===== src/rtl/addsub8_limb_stream_if.sv =====
// rtl/addsub8_limb_stream_if.sv - limb operand stream in, result limb stream out
interface addsub8_limb_stream_if #(
  parameter int WIDTH = 8,
  parameter int IDX_W = 2
);
  logic             i_valid;
  logic             i_ready;
  logic [WIDTH-1:0] i0;
  logic [WIDTH-1:0] i1;
  logic             sub;
  logic             cin;
  logic             i_last;
  logic             o_valid;
  logic             o_ready;
  logic [WIDTH-1:0] o;
  logic [IDX_W-1:0] o_idx;
  logic             o_last;
  logic             cout;
  logic             o_err;

  modport slave (
    input  i_valid, i0, i1, sub, cin, i_last, o_ready,
    output i_ready, o_valid, o, o_idx, o_last, cout, o_err
  );

  modport master (
    output i_valid, i0, i1, sub, cin, i_last, o_ready,
    input  i_ready, o_valid, o, o_idx, o_last, cout, o_err
  );
endinterface


===== src/rtl/addsub8_limb_stream.sv =====
// rtl/addsub8_limb_stream.sv - streaming multi-limb add/sub with registered carry
module addsub8_limb_stream #(
  parameter int WIDTH     = 8,
  parameter int MAX_LIMBS = 4,
  parameter int IDX_W     = 2
) (
  input  logic                  clk,
  input  logic                  resetn,
  addsub8_limb_stream_if.slave  bus
);
  typedef enum logic {S_FIRST, S_CONT} state_t;

  state_t           state;
  logic             carry_q;
  logic             op_q;
  logic [IDX_W-1:0] idx_q;

  logic             accept;
  logic             is_first;
  logic             op_eff;
  logic             c_in;
  logic [WIDTH-1:0] b_op;
  logic [WIDTH:0]   sum;
  logic             at_max;
  logic             forced;
  logic             ends_op;

  // Single output register: free when empty or being drained this cycle.
  assign bus.i_ready = !bus.o_valid || bus.o_ready;
  assign accept      = bus.i_valid && bus.i_ready;

  always_comb begin
    is_first = (state == S_FIRST);
    op_eff   = is_first ? bus.sub : op_q;
    // Subtract is I0 + ~I1 + ~borrow, so the first-limb borrow-in is inverted.
    c_in     = is_first ? (bus.sub ? ~bus.cin : bus.cin) : carry_q;
    b_op     = op_eff ? ~bus.i1 : bus.i1;
    sum      = {1'b0, bus.i0} + {1'b0, b_op} + {{WIDTH{1'b0}}, c_in};
    at_max   = (idx_q == IDX_W'(MAX_LIMBS - 1));
    forced   = at_max && !bus.i_last;
    ends_op  = bus.i_last || forced;
  end

  always_ff @(posedge clk) begin
    if (!resetn) begin
      state       <= S_FIRST;
      carry_q     <= 1'b0;
      op_q        <= 1'b0;
      idx_q       <= '0;
      bus.o_valid <= 1'b0;
      bus.o       <= '0;
      bus.o_idx   <= '0;
      bus.o_last  <= 1'b0;
      bus.cout    <= 1'b0;
      bus.o_err   <= 1'b0;
    end else begin
      if (bus.o_valid && bus.o_ready) begin
        bus.o_valid <= 1'b0;
      end
      if (accept) begin
        bus.o_valid <= 1'b1;
        bus.o       <= sum[WIDTH-1:0];
        bus.cout    <= sum[WIDTH];
        bus.o_idx   <= idx_q;
        bus.o_last  <= ends_op;
        bus.o_err   <= forced;
        carry_q     <= sum[WIDTH];
        if (is_first) begin
          op_q <= bus.sub;
        end
        // Truncation drops back to FIRST so the next limb uses fresh SUB/CIN.
        if (ends_op) begin
          state <= S_FIRST;
          idx_q <= '0;
        end else begin
          state <= S_CONT;
          idx_q <= idx_q + IDX_W'(1);
        end
      end
    end
  end
endmodule


===== src/flat_wrapper.sv =====
// flat-port wrapper written by rule: the top's interface ports become plain ports
module addsub8_limb_stream_flat 
#(
  parameter int WIDTH     = 8,
  parameter int MAX_LIMBS = 4,
  parameter int IDX_W     = 2
)
  (clk, resetn, bus_i_valid, bus_i0, bus_i1, bus_sub, bus_cin, bus_i_last, bus_o_ready, bus_i_ready, bus_o_valid, bus_o, bus_o_idx, bus_o_last, bus_cout, bus_o_err);
  addsub8_limb_stream_if #(.WIDTH(WIDTH), .IDX_W(IDX_W)) bus_i ();
  input  logic clk;
  input  logic resetn;
  input wire logic [$bits(bus_i.i_valid)-1:0] bus_i_valid;
  input wire logic [$bits(bus_i.i0)-1:0] bus_i0;
  input wire logic [$bits(bus_i.i1)-1:0] bus_i1;
  input wire logic [$bits(bus_i.sub)-1:0] bus_sub;
  input wire logic [$bits(bus_i.cin)-1:0] bus_cin;
  input wire logic [$bits(bus_i.i_last)-1:0] bus_i_last;
  input wire logic [$bits(bus_i.o_ready)-1:0] bus_o_ready;
  output wire logic [$bits(bus_i.i_ready)-1:0] bus_i_ready;
  output wire logic [$bits(bus_i.o_valid)-1:0] bus_o_valid;
  output wire logic [$bits(bus_i.o)-1:0] bus_o;
  output wire logic [$bits(bus_i.o_idx)-1:0] bus_o_idx;
  output wire logic [$bits(bus_i.o_last)-1:0] bus_o_last;
  output wire logic [$bits(bus_i.cout)-1:0] bus_cout;
  output wire logic [$bits(bus_i.o_err)-1:0] bus_o_err;
  assign bus_i.i_valid = bus_i_valid;
  assign bus_i.i0 = bus_i0;
  assign bus_i.i1 = bus_i1;
  assign bus_i.sub = bus_sub;
  assign bus_i.cin = bus_cin;
  assign bus_i.i_last = bus_i_last;
  assign bus_i.o_ready = bus_o_ready;
  assign bus_i_ready = bus_i.i_ready;
  assign bus_o_valid = bus_i.o_valid;
  assign bus_o = bus_i.o;
  assign bus_o_idx = bus_i.o_idx;
  assign bus_o_last = bus_i.o_last;
  assign bus_cout = bus_i.cout;
  assign bus_o_err = bus_i.o_err;
  addsub8_limb_stream #(.WIDTH(WIDTH), .MAX_LIMBS(MAX_LIMBS), .IDX_W(IDX_W)) u_core (.clk(clk), .resetn(resetn), .bus(bus_i));
endmodule

===== config.mk =====
export PLATFORM = sky130hd
export DESIGN_NAME = addsub8_limb_stream_flat
export DESIGN_NICKNAME = d
export VERILOG_FILES = /design/src/rtl/addsub8_limb_stream_if.sv /design/src/rtl/addsub8_limb_stream.sv /design/src/flat_wrapper.sv
export SDC_FILE = /design/constraint.sdc
export NUM_CORES = 1
export LEC_CHECK = 0
export ABC_AREA = 1
export CORE_MARGIN = 2
export CORE_UTILIZATION = 40
export CTS_CLUSTER_DIAMETER = 200
export CTS_CLUSTER_SIZE = 10
export DETAILED_ROUTE_END_ITERATION = 8
export GPL_TIMING_DRIVEN = 1
export PLACE_DENSITY_LB_ADDON = 0.25
export SLEW_MARGIN = 20
export SYNTH_ARGS = -nofsm -noshare
export SYNTH_HDL_FRONTEND = slang
export SYNTH_SLANG_ARGS = --single-unit

===== constraint.sdc =====
create_clock -name clk -period 6.9 [get_ports clk]
set_clock_uncertainty 0.15 [all_clocks]
set_input_delay 1.035 -clock clk [delete_from_list [all_inputs] [get_ports clk]]
set_output_delay 1.035 -clock clk [all_outputs]
set_load 0.02 [all_outputs]

# --- Word level (Yosys, flattened, before mapping) ---
# Index checks and enable logic that the tools add are counted.
totals:
  ff_bits: 18
  latchBits: 0
  mem_bits_rw: 0
  romBits: 0
  in_bits: 23
  wordCells: 31
  mem_count: 0
op_classes:
  addsub: 3
  mul: 0
  div: 0
  order_cmp: 0
  eq_ne: 1
  shift: 0
  mux: 8
  bitwise_logic: 2
  reduce_logical: 8
op_table:
  columns: ["op", "count"]
  rows:
  - ["adder 8 x 8 -> 9 bit", 1]
  - ["adder 9 x 1 -> 9 bit", 1]
  - ["two-way mux 8 bit", 1]
  - ["NOT 8 bit", 1]
  - ["two-way mux 1 bit", 6]
  - ["logical AND 1 bit", 3]
  - ["adder 2 x 1 -> 2 bit, second input constant", 1]
  - ["== test 2 bit, second input constant", 1]
  - ["zero test 1 bit", 2]
  - ["logical OR 1 bit", 2]
  - ["two-way mux 2 bit", 1]
  - ["nonzero test 2 bit", 1]
  - ["NOT 1 bit", 1]

# --- Logic depth before layout (Yosys ltp) ---
logic_depth:
  ltp_word: 4
  depth_mapped: 16
  mapped_depth_nobuf: 16

# --- Least setup slack after synthesis ---
# Ideal clock, no wire load.
synth_path:
  path_kind: "input to register"
  startpoint: "input bus_sub"
  endpoint: "register u_core.bus.o[4]"
  setup_time_ps: 56
  arrival_time_ps: 2636
  setup_slack_ps: 4058
  cell_stages: 14
  path_buffers: 0
  path_cell_list: "nand2_1 -> nand2_4 -> xor2_1 -> fa_1 -> inv_1 -> fa_1 -> inv_1 -> nand2_1 -> nand2_1 -> nand2_1 -> or2_1 -> nand3_1 -> nand2_1 -> inv_1"
synth_via:
  elab_chain_len: 4
  elab_cells_between_ends: 6
synth_lines:
  columns: ["element", "line", "text"]
  rows:
  - ["from (decl)", "flat_wrapper.sv:15", "input wire logic [$bits(bus_i.sub)-1:0] bus_sub;"]
  - ["two-way mux 1 bit", null, null]
  - ["two-way mux 8 bit", "addsub8_limb_stream.sv:37", "b_op = op_eff ? ~bus.i1 : bus.i1;"]
  - ["adder 8 x 8 -> 9 bit", "addsub8_limb_stream.sv:38", "sum = {1'b0, bus.i0} + {1'b0, b_op} + {{WIDTH{1'b0}}, c_in};"]
  - ["adder 9 x 1 -> 9 bit (*)", "addsub8_limb_stream.sv:38", null]
  - ["to (signal assigned)", "addsub8_limb_stream.sv:62", "bus.o <= sum[WIDTH-1:0];"]
  - ["to (decl)", "addsub8_limb_stream_if.sv:23", "output i_ready, o_valid, o, o_idx, o_last, cout, o_err"]
# Mark *: on every way between the ends. The rest lies on a longest branch, timed or not.
# A chain may end at the register's enable or synchronous reset.

# --- Worst setup path after layout ---
layout_path:
  startpoint: "input bus_o_ready"
  endpoint: "output bus_i_ready"
layout_via:
  elab_chain_len: 1
layout_lines:
  columns: ["element", "line", "text"]
  rows:
  - ["from (decl)", "flat_wrapper.sv:18", "input wire logic [$bits(bus_i.o_ready)-1:0] bus_o_ready;"]
  - ["logical OR 1 bit", "addsub8_limb_stream.sv:29", "assign bus.i_ready = !bus.o_valid || bus.o_ready;"]
  - ["to (decl)", "flat_wrapper.sv:19", "output wire logic [$bits(bus_i.i_ready)-1:0] bus_i_ready;"]
# No other way between the ends.

==> results.py <==
metrics = {
    "outcome": {
        "outcome": "finished, violations left",
        "violations": "DRC",
    },
    "sta": {
        "maxSlewHeadroom_pct": 78.9,
        "fin_crit_sh_pct": 49.1,
        "slew_violations": 0,
        "tightestPinTransition_ns": 0.316,
        "setup_ws_ns": 3.51,
        "setup_viol_count_final": 0,
        "fmax_mhz": 295,
        "grt_setup_unrepaired": "false",
        "fin_setup_tns_ns": 0,
        "finalHoldViolations": 0,
        "min_period_ns": 3.39,
    },
    "clock_tree": {
        "cts-root-buf": "clkbuf_4",
        "numCtsBuffers": 3,
        "cts_tree": "done",
        "insertion_delay_ns": 0.29,
        "clkTransAtPathRegs_ns": 0.11,
        "cts_hold_buf": 0,
        "clockBufferDepth": 2,
        "h-tree-depth": 1,
        "post-cts-setup-buffers": 0,
        "cts_resized": 0,
        "cts_sinks": 18,
    },
    "detailed_routing": {
        "vias_per_cell": 4.84,
        "drt_wl_total_mm": 2.44,
        "dr.pass1.iters": 6,
        "num_vias": 1103,
        "wl_per_cell_um": 10.7,
        "ant_nets": 0,
        "drc": 2,
        "drt_iter0_markers": 39,
    },
    "placed_design": {
        "hpwlAfterDp_mm": 1.90,
        "place_ws_ns": 3.40,
        "port_buffers": 37,
        "post_dp_cell_area_mm2": 0.00156,
        "gp_congestion": 0.864,
    },
    "floorplan": {
        "rows": 19,
        "start_util_pct": 42.6,
        "core_mm2": 0.00281,
        "die_h_um": 58.7,
        "dieArea_mm2": 0.00344,
        "die_w_um": 58.7,
        "io_pins": 38,
    },
    "yosys": {
        "ys_warn_count": 0,
        "synth_flop_cell": "dfxtp_1",
        "syn-num-nets": 193,
        "ys_types": 27,
        "syn_avg_cell_area_um2": 7.48,
        "synthCells": 160,
        "ys_seq_elements": 18,
        "netlist_area_mm2": 0.00120,
        "synth_edf_count": 0,
        "yosysSeqAreaShare_pct": 30.1,
        "synthArstFlopShare_pct": 0,
    },
    "critical_path": {
        "path_class": "in -> out",
        "cp-end-kind": "primary output",
        "worstPathArrival_ns": 2.20,
        "critical_path.max_fanout": 3,
        "critPathLaunchType": "input pin",
        "cp.required_ns": 5.71,
    },
    "grt": {
        "grt_pass1_wl_mm": 4.31,
        "grt_max_degree": 22,
        "grt_use_total_pct": 16.1,
        "grt_pass1_vias": 1063,
        "grt_overflow_total": 0,
        "antenna_found_initial": 0,
    },
    "layout": {
        "fin_area_mm2": 0.00160,
        "drive_above_1_share_pct": 8.63,
        "antenna_cells": 0,
        "fillers": 277,
        "layout.nets": 231,
        "area_growth_pct": 33.5,
    },
    "pwr": {
        "powerDensity_mw_per_mm2": 193,
        "p_leak_uw": 0.000752,
        "ir_drop_uv": 87.3,
    },
    "job": {
        "max-cap-violations": 0,
    },
    "worst_hold_path": {
        "hp-class": "reg -> reg",
    },
}
==> final cells by class <==
type / count / area, µm² / area share, %
flip-flops and latches: 18 / 360 / 22.6
clock buffers: 4 / 36.3 / 2.27
multi-input cells: 115 / 702 / 44.0
well taps: 31 / 38.8 / 2.43
repair buffers: 37 / 370 / 23.2
inverters: 23 / 88.8 / 5.56
==> critical path, stage by stage <==
cell	delay [ns]
clkdlybuf4s50_1	0.47
inv_2	0.04
nand2_4	0.06
clkdlybuf4s50_1	0.59
==> metrics by stage <==
stage                     power (µW)  instances  utilization (%)  hold WS (ns)
final                            308        228             56.9         0.320
after global routing             331        228             56.9         0.354
after CTS                        312        228             56.9         0.326
after detailed placement         244        224             55.6         0.309
after global placement           242        224             55.6         0.303
after floorplan                  204        160                -         0.305
==> state kept, by name, summed over array words and instances, names as in the netlist <==
signal	count
u_core.idx_q	2
u_core.state	1
u_core.bus.o_last	1
u_core.bus.o_idx	2
u_core.carry_q	1
u_core.bus.o_valid	1
u_core.bus.o	8
u_core.op_q	1
u_core.bus.o_err	1
==> cells in the mapped netlist (2+ instances only) <==
| master | n | area (µm²) |
|---|---|---|
| o21ai_1 | 3 | 15.0 |
| or2_1 | 2 | 12.5 |
| nand2_1 | 34 | 128 |
| nand2_4 | 2 | 22.5 |
| a21oi_1 | 9 | 45.0 |
| nor2_1 | 20 | 75.1 |
| xor2_1 | 8 | 70.1 |
| nand3_1 | 10 | 50.1 |
| nand3b_1 | 3 | 22.5 |
| inv_1 | 19 | 71.3 |
| dfxtp_1 | 18 | 360 |
| o21ai_0 | 3 | 15.0 |
| a211oi_2 | 2 | 25.0 |
| buf_6 | 4 | 45.0 |
| ha_1 | 8 | 100 |
| fa_1 | 2 | 40.0 |
| inv_2 | 3 | 11.3 |
==> worst paths after layout <==
kind                          from          endpoint  slack (ns)  cells after the start
setup / recovery       bus_o_ready       bus_i_ready        3.51                      4
hold / removal    u_core.bus.o_err  u_core.bus.o_err        0.32                      2
setup reg to reg      u_core.state    u_core.carry_q        4.52                     14
hold reg to reg   u_core.bus.o_err  u_core.bus.o_err        0.32                      2
==> layout by cell type (no fill, tap or decap) <==
cell / netlist / routed
a31oi_1: 1 / 1
nand3_1: 10 / 10
a21oi_1: 9 / 9
nand2_1: 34 / 34
clkbuf_8: 0 / 1
fa_1: 2 / 2
o21ai_0: 3 / 3
o21ai_1: 3 / 3
inv_4: 1 / 1
a21oi_2: 1 / 1
clkbuf_4: 0 / 3
a211oi_1: 1 / 1
clkdlybuf4s50_1: 0 / 37
or2_4: 1 / 1
a211oi_2: 2 / 2
nand2_2: 1 / 1
ha_1: 8 / 8
dfxtp_1: 18 / 18
nand3b_1: 3 / 3
xor2_2: 1 / 1
nand2_4: 2 / 2
xor2_1: 8 / 8
or2_1: 2 / 2
nor2_4: 1 / 1
o211ai_1: 1 / 1
inv_2: 3 / 3
nor2_1: 20 / 20
inv_1: 19 / 19
xnor2_1: 1 / 1
==> routing by layer <==
layer,track usage [%],share of wire [%],wire [µm],up-vias
li1,-,-,-,578
met1,18.2,46,1130,494
met2,29.9,47,1160,29
met3,3.74,5.5,133,2
met4,4.87,0.70,17,0
met5,0,0,0,-
==> cell families after synthesis <==
family                     count (synthesis)  share of synthesized area, %
and+or+nand+nor                           74                          28.1
DFF                                       18                          30.1
buffers and inverters                     27                          11.2
AOI/OAI and AO/OA                         21                          10.9
xor gates and xnor gates                  10                          7.95
adders and majority gates                 10                          11.7
==> power by group <==
group          total (µW)  switching [µW]  internal (µW)  leakage [µW]
clock                66.3            34.1           32.1     0.0000210
sequential            118            5.24            113      0.000149
combinational         123            65.5           57.4      0.000582
total                 308             105            203      0.000752
Note: power is estimated with default switching activity, not from simulation.
==> patch (same settings) <==
Reset style: asynchronous (`resetn`), changed in one clocked block.
--- a/src/rtl/addsub8_limb_stream.sv
+++ b/src/rtl/addsub8_limb_stream.sv
@@ -41,7 +41,7 @@
     ends_op  = bus.i_last || forced;
   end
 
-  always_ff @(posedge clk) begin
+  always_ff @(posedge clk or negedge resetn) begin
     if (!resetn) begin
       state       <= S_FIRST;
       carry_q     <= 1'b0;
Formal check against the unedited RTL: differs if resetn is asserted again (counterexample within 4 cycles, from zero or initial values and one cycle with resetn low); with resetn held inactive, the same outputs for 10 cycles.
==> patch against the unedited design <==
- area after synthesis rose by 3.9%
- critical endpoint unchanged
- critical path depth stayed put
- synthesized cell count down 8.8%
- sequential cell count is the same
- setup slack got worse by 6.0 ps
- cell area is 3.8% higher
- routed wire length increased by 0.90%
Power is not compared: it rests on default switching activity, and its combinational part moved more than twofold at a synthesized area within 25%.
==> patch: results <==
metrics = {
    "worst_setup_path": {
        "reg2reg_to": "u_core.bus.o[6]$_DFFE_PN0P_",
        "crit_arrival_ps": 2210,
        "cp-startpoint": "bus_o_ready",
        "rrSetupSlack_ps": 4480,
        "crit_fanout": 3,
        "r2r-start": "u_core.state$_DFFE_PN0P_",
        "reg2reg_depth": 15,
        "crit_end": "bus_i_ready",
    },
    "placed_design": {
        "portBuffers": 37,
        "place_area_um2": 1620,
        "dpl.cell_count": 213,
        "hpwl_um": 1994,
        "gp_congestion": 0.8124,
    },
    "synthesis": {
        "yosys-top-cells-area": "dfrtp_1 (36%), nand2_1 (12%), ha_1 (8.1%), xor2_1 (5.6%), inv_1 (4.2%)",
        "synthArstFlopShare_pct": 100.0,
        "syn-num-nets": 179,
        "ys_seq_area_share_pct": 36.25,
        "synth_common_cells": "nand2_1 (39), dfrtp_1 (18), inv_1 (14)",
        "syn_inst": 146,
        "ys_types": 28,
        "yosysTopAreaCellShare_pct": 36.25,
        "yosys_warnings": 0,
    },
    "grt": {
        "grt_use_met1_pct": 17.55,
        "track_usage_pct": 15.14,
        "use_met3_pct": 2.165,
        "grt_pass1_vias": 997,
        "grt_max_degree": 21,
        "met2_usage_pct": 26.40,
        "grt_pass1_wl_um": 4015,
        "busiest_layer": "met2",
        "grt_antenna_before_repair": 0,
    },
    "power_and_ir_drop": {
        "p_clk_uw": 65.5,
        "ir_worst_vdd_mv": 0.1093,
        "p_comb_uw": 312,
        "p_leak_uw": 0.0008191,
    },
    "clocking": {
        "postCtsSetupBuffers": 0,
        "path_clk_slew_ps": 110,
        "clock_path_buffers": 2,
        "cts_resized": 0,
        "ctsHtreeMaxLevel": 1,
        "cts_root_buffer": "clkbuf_4",
    },
    "route": {
        "drtIter0Drc": 30,
        "wl_per_cell_um": 11.35,
        "wl_met2_um": 1273,
        "vias_per_cell": 4.788,
        "wl_met1_um": 1036,
        "met3_length_um": 124,
        "top_layer_used": "met4",
        "first_pass_iters": 4,
    },
    "min_path": {
        "min-delay-start": "u_core.bus.o[5]$_DFFE_PN0P_",
        "hold_class": "flip-flop to flip-flop",
        "hold_path_depth": 2,
        "hold_end": "u_core.bus.o[5]$_DFFE_PN0P_",
    },
    "final_layout": {
        "top_regs": "u_core.bus.o: 8 flops, u_core.bus.o_idx: 2 flops, u_core.idx_q: 2 flops",
        "layout.cells.non_filler": 217,
        "diodes": 0,
        "layout-drive-gt1-share_pct": 12.50,
    },
    "sta": {
        "tightestPinTransition_ps": 811.0,
        "drv_slew": 0,
    },
    "outcome": {
        "status": "completed",
    },
}
## patch: cells by family after synthesis
family / count (synthesis) / share of synthesized area, %
xor gates and xnor gates: 10 / 7.654
and+or+nand+nor: 70 / 27.39
AOI/OAI and AO/OA: 17 / 9.064
DFF: 18 / 36.25
buffers and inverters: 21 / 8.359
adders and majority gates: 10 / 11.28
## patch: through the flow
step	hold WS [ps]	power (uW)	setup WS, ps
2_1_floorplan	367.9	372.3	4091
4_1_cts	342.2	550.5	3505
3_3_place_gp	314.1	475.8	3490
5_1_grt	361.5	590.8	3457
6_report	339.2	543.9	3508
3_5_place_dp	314.3	483.4	3425
## patch: final cells by class
class / instances / area, um2
fill: 294 / 1346
multi-input combinational: 107 / 688.2
sequential: 18 / 450.4
timing repair buffer: 37 / 370.4
inverter: 18 / 70.07
tap: 33 / 41.29
clock buffer: 4 / 36.28
## patch: critical path, cell delays in order
cell and delay [ps]:
clkdlybuf4s50_1 470, inv_2 40, nand2_4 60, clkdlybuf4s50_1 600
